==> config.mk <==
export PLATFORM = sky130hd
export DESIGN_NAME = stream_rr_arbiter
export DESIGN_NICKNAME = d
export VERILOG_FILES = /design/src/rtl/stream_rr_arbiter.sv
export SDC_FILE = /design/constraint.sdc
export NUM_CORES = 1
export LEC_CHECK = 0
export CORE_UTILIZATION = 40
export CTS_CLUSTER_DIAMETER = 30
export CTS_CLUSTER_SIZE = 16
export DETAILED_ROUTE_END_ITERATION = 12
export PLACE_DENSITY = 0.79
export SYNTH_ARGS = -nofsm -noshare
export SYNTH_HDL_FRONTEND = slang
export SYNTH_SLANG_ARGS = --single-unit
==> constraint.sdc <==
create_clock -name clk -period 3.1 [get_ports clk]
set_input_delay 0.62 -clock clk [delete_from_list [all_inputs] [get_ports clk]]
set_output_delay 0.62 -clock clk [all_outputs]
set_load 0.02 [all_outputs]
==> src/rtl/stream_rr_arbiter.sv <==
// Round-robin arbiter sharing one registered ready/valid sink among NUM_REQ requesters, bursts of up to MAX_BURST beats.
// Grant one cycle after request, beat visible one cycle after accept; req_ready drops whenever the output register cannot take a beat.
module stream_rr_arbiter #(
    parameter int NUM_REQ    = 4,
    parameter int DATA_WIDTH = 8,
    parameter int MAX_BURST  = 4
) (
    input  logic                          clk,
    input  logic                          reset,
    input  logic [NUM_REQ-1:0]            req_valid,
    input  logic [NUM_REQ*DATA_WIDTH-1:0] req_data,
    output logic [NUM_REQ-1:0]            req_ready,
    output logic                          out_valid,
    output logic [DATA_WIDTH-1:0]         out_data,
    input  logic                          out_ready,
    output logic [NUM_REQ-1:0]            grant,
    output logic                          busy,
    output logic [15:0]                   beat_count
);

    localparam int IW = (NUM_REQ > 1) ? $clog2(NUM_REQ) : 1;

    typedef enum logic {IDLE, GRANT} state_t;

    state_t                state, state_nxt;
    logic [IW-1:0]         gidx, gidx_nxt;
    logic [IW-1:0]         last, last_nxt;
    logic [3:0]            burst, burst_nxt;
    logic [IW-1:0]         pick_idx, cand;
    logic                  pick_vld;
    logic                  space, accept, sink_hs, g_vld;
    logic [DATA_WIDTH-1:0] gdata;

    assign space   = !out_valid || out_ready;
    assign sink_hs = out_valid && out_ready;
    assign g_vld   = req_valid[gidx];
    assign busy    = (state == GRANT);

    // Search starts one past the last released requester so nobody is starved.
    always_comb begin
        pick_vld = 1'b0;
        pick_idx = '0;
        cand     = '0;
        for (int i = 1; i <= NUM_REQ; i++) begin
            cand = IW'((int'(last) + i) % NUM_REQ);
            if (!pick_vld && req_valid[cand]) begin
                pick_vld = 1'b1;
                pick_idx = cand;
            end
        end
    end

    always_comb begin
        gdata = '0;
        grant = '0;
        for (int i = 0; i < NUM_REQ; i++) begin
            if (gidx == IW'(i)) gdata = req_data[i*DATA_WIDTH +: DATA_WIDTH];
            grant[i] = busy && (gidx == IW'(i));
        end
    end

    always_comb begin
        state_nxt = state;
        gidx_nxt  = gidx;
        last_nxt  = last;
        burst_nxt = burst;
        req_ready = '0;
        accept    = 1'b0;
        case (state)
            IDLE: begin
                if (pick_vld) begin
                    state_nxt = GRANT;
                    gidx_nxt  = pick_idx;
                    burst_nxt = '0;
                end
            end
            GRANT: begin
                req_ready[gidx] = space && g_vld;
                accept          = space && g_vld;
                if (accept) burst_nxt = burst + 4'd1;
                // A requester dropping valid gives up the grant even while the sink stalls.
                if (!g_vld || (accept && (burst + 4'd1 == 4'(MAX_BURST)))) begin
                    state_nxt = IDLE;
                    last_nxt  = gidx;
                end
            end
            default: state_nxt = IDLE;
        endcase
    end

    always_ff @(posedge clk) begin
        if (reset) begin
            state      <= IDLE;
            gidx       <= '0;
            last       <= IW'(NUM_REQ - 1);
            burst      <= '0;
            out_valid  <= 1'b0;
            out_data   <= '0;
            beat_count <= '0;
        end else begin
            state <= state_nxt;
            gidx  <= gidx_nxt;
            last  <= last_nxt;
            burst <= burst_nxt;
            if (accept) begin
                out_data  <= gdata;
                out_valid <= 1'b1;
            end else if (sink_hs) begin
                out_valid <= 1'b0;
            end
            beat_count <= beat_count + {15'd0, sink_hs};
        end
    end

endmodule

==> metrics.txt <==
run status finished, final reports clean; post-CTS resize count 0; Post-Syn Area 1810 µm²; syn_nets 246; cts bufs inserted 5; Ant. Diodes 0; WL/cell 13.2 µm; Top FF cell, synth dfxtp_1; unique cell type count in the Yosys netlist 38; core area around 4400 µm²; fmax 0.340 GHz; total gr overflow 0; Final Hold Fails 0; slew at the pin closest to its max-slew limit 0.415 ns; Period minus WS final 2.94 ns; Area contributors post-synth dfxtp_1 38%, mux4_1 7.3%, nand2_1 5.8%; die width 69.3 µm; Flop pwr share between 40% and 50%; cell taking the most area after synthesis dfxtp_1; CP max FO 3; end of the worst hold path out_data[3]; CTS tree done; sequential share of the synthesized area a little under two fifths; CTS clock-pin slew for the worst setup and hold paths roughly 0.07 ns; Arr. time, crit path 2.32 ns; crit path kind in2out; DRT iter0 DRCs 99; Int Power 768 µW; synth cell count leaders 34 x dfxtp_1, 28 x nand2_1, 23 x nor2_1, 18 x a21oi_1, 8 x nor3_1; Crit-path slowest cell clkdlybuf4s50_1; internal reg-to-reg setup slack approximately 1.4 ns; r2r endpoint beat_count[13]; global-route wire length before repair 7.43 mm; worst hold path type reg2reg; slack of the critical path 0.160 ns; post-synthesis register bit count 34; vias approximately 1.7k; Pins Over Slew Limit 0; final instance area 2690 µm²; GRT Total Usage ~19%; setup violators final 0; vias per inst 5.22; Max clock buf depth 2; skew final roughly 0.0083 ns; Die Area roughly 4800 µm²; CP cell instances clkdlybuf4s50_1, mux4_2, nand3_2, nor3b_1, clkdlybuf4s50_1; hold buffers post-CTS 0; CP dominant cell by count clkdlybuf4s50_1; clock share of power 32.5%; postcts setup bufs 0; drt pass-1 iters 6; vias in the first global route 1635; Critical Path Max Stage Delay 0.63 ns; switching share of power around 27%; cell row count 24; Avg Inst Size Synth 8.87 µm²; Starting Density 41.6%; initial antenna violation count 0; Synth Instances a little over 200; Yosys top cell area share around 38%; worst-skew pair later-pin latency 0.28 ns; Hold Path Depth 2; headroom to the max-slew limit 72.3%; DR DRC count 0; DRT antenna net count 0; Final Cycle Share a little over nine tenths; unrepaired setup endpoints after global routing false; count leader, synth dfxtp_1; Pwr Density 391 nW/µm²; CP Launch Type primary input; R2R depth 6; maximum vdd ir drop 0.278 mV; final setup TNS 0 ns; Final nets 323; chip height 69.3 µm; Combinational Power Share between 20% and 30%; min-delay src out_data[3]; hold_ws approximately 0.45 ns; max cap viols 0; Critical Path Sink Type primary output; GP Congestion 0.748; Final Power between 1 and 1.5 mW; clock root buffer clkbuf_8; dpl ws 0.162 ns; layout cells sized above 1 9.93%; Final Routed Wirelength 4.41 mm; WP data required 2.48 ns; Post-synth EDFFs 0; P&R area growth vs syn 48.8%; leakage 0.973 nW; clk sinks 34; post-synthesis async set-or-reset flop share 0%; Yosys Warn Count 0; H-tree levels 2; total I/O pin count between 70 and 80; Cell Area, Placed 2600 µm²; FF-to-FF Start out_valid; largest net degree at the start of global routing 39; net switching power 283 µW; Post-DP HPWL 3.37 mm; IO buf count slightly above 70
per-layer routing:
metal / GRT usage (%) / vias to the layer above / part of all wire (%)
li1: - / 872 / -
met4: 8.62 / 0 / 2.2
met3: 4.36 / 12 / 3.2
met1: 23.0 / 820 / 42
met2: 33.2 / 41 / 52
met5: 0 / - / 0
logic make-up after synthesis:
kind of cell	after synthesis	synth area share [%]
multiplexers	11	13.3
AND/OR/NAND/NOR	102	28.1
buffers and inverters	15	4.70
adder cells (fa/ha/maj)	3	2.07
XOR/XNOR	11	5.32
AO/OA/AOI/OAI	28	8.85
flip-flops	34	37.6
sequential cells by signal (all words and copies together), names as in the netlist:
name        flops
out_valid       1
out_data        8
gidx            2
last            2
burst           4
busy            1
beat_count     16
worst max-delay path: cells and delay by family:
kind                   cells  cell delay [ns]
buffers and inverters      2             1.12
multiplexers               1             0.26
AND/OR/NAND/NOR            2             0.33
power by group through the flow:
stage	clock network (mW)	logic, mW	registers (mW)
2_1_floorplan	0	0.126	0.489
3_3_place_gp	0	0.235	0.481
3_5_place_dp	0	0.238	0.482
4_1_cts	0.346	0.239	0.472
5_1_grt	0.367	0.257	0.475
6_report	0.342	0.238	0.472
metrics by stage:
step / util (%) / cells
finish: 61.8 / 334
global route: 61.8 / 334
CTS: 61.8 / 334
detailed placement: 59.6 / 326
global placement: 59.6 / 326
floorplan: - / 204
cell type report:
type                    instances  area, µm²
inverters                       3       11.3
clock buffers                   6       82.6
repair buffers                 82        796
multi-input cells             155       1040
fillers                       387       1660
clock inverters                 2       12.5
flip-flops and latches         34        681
well taps                      52       65.1
worst max path at each step:
stage | from | to | slack, ns | cells past startpoint
2_1_floorplan | req_valid[1] | req_ready[2] | 0.78 | 4
3_3_place_gp | req_valid[1] | req_ready[2] | 0.19 | 5
3_5_place_dp | req_valid[1] | req_ready[2] | 0.16 | 5
4_1_cts | req_valid[1] | req_ready[2] | 0.16 | 5
5_1_grt | req_valid[0] | req_ready[2] | 0.08 | 5
6_report | req_valid[0] | req_ready[2] | 0.16 | 5
layout by cell type, fill, tap and decap left out, drive strengths merged, types with 7 or more instances in the layout:
master,count
nor3,8
clkdlybuf4s50,72
nand3,8
mux4,9
dfxtp,34
xnor2,7
nand2,29
a21oi,18
nor2,23
buf,10
Note: power is estimated with default switching activity, not from simulation.
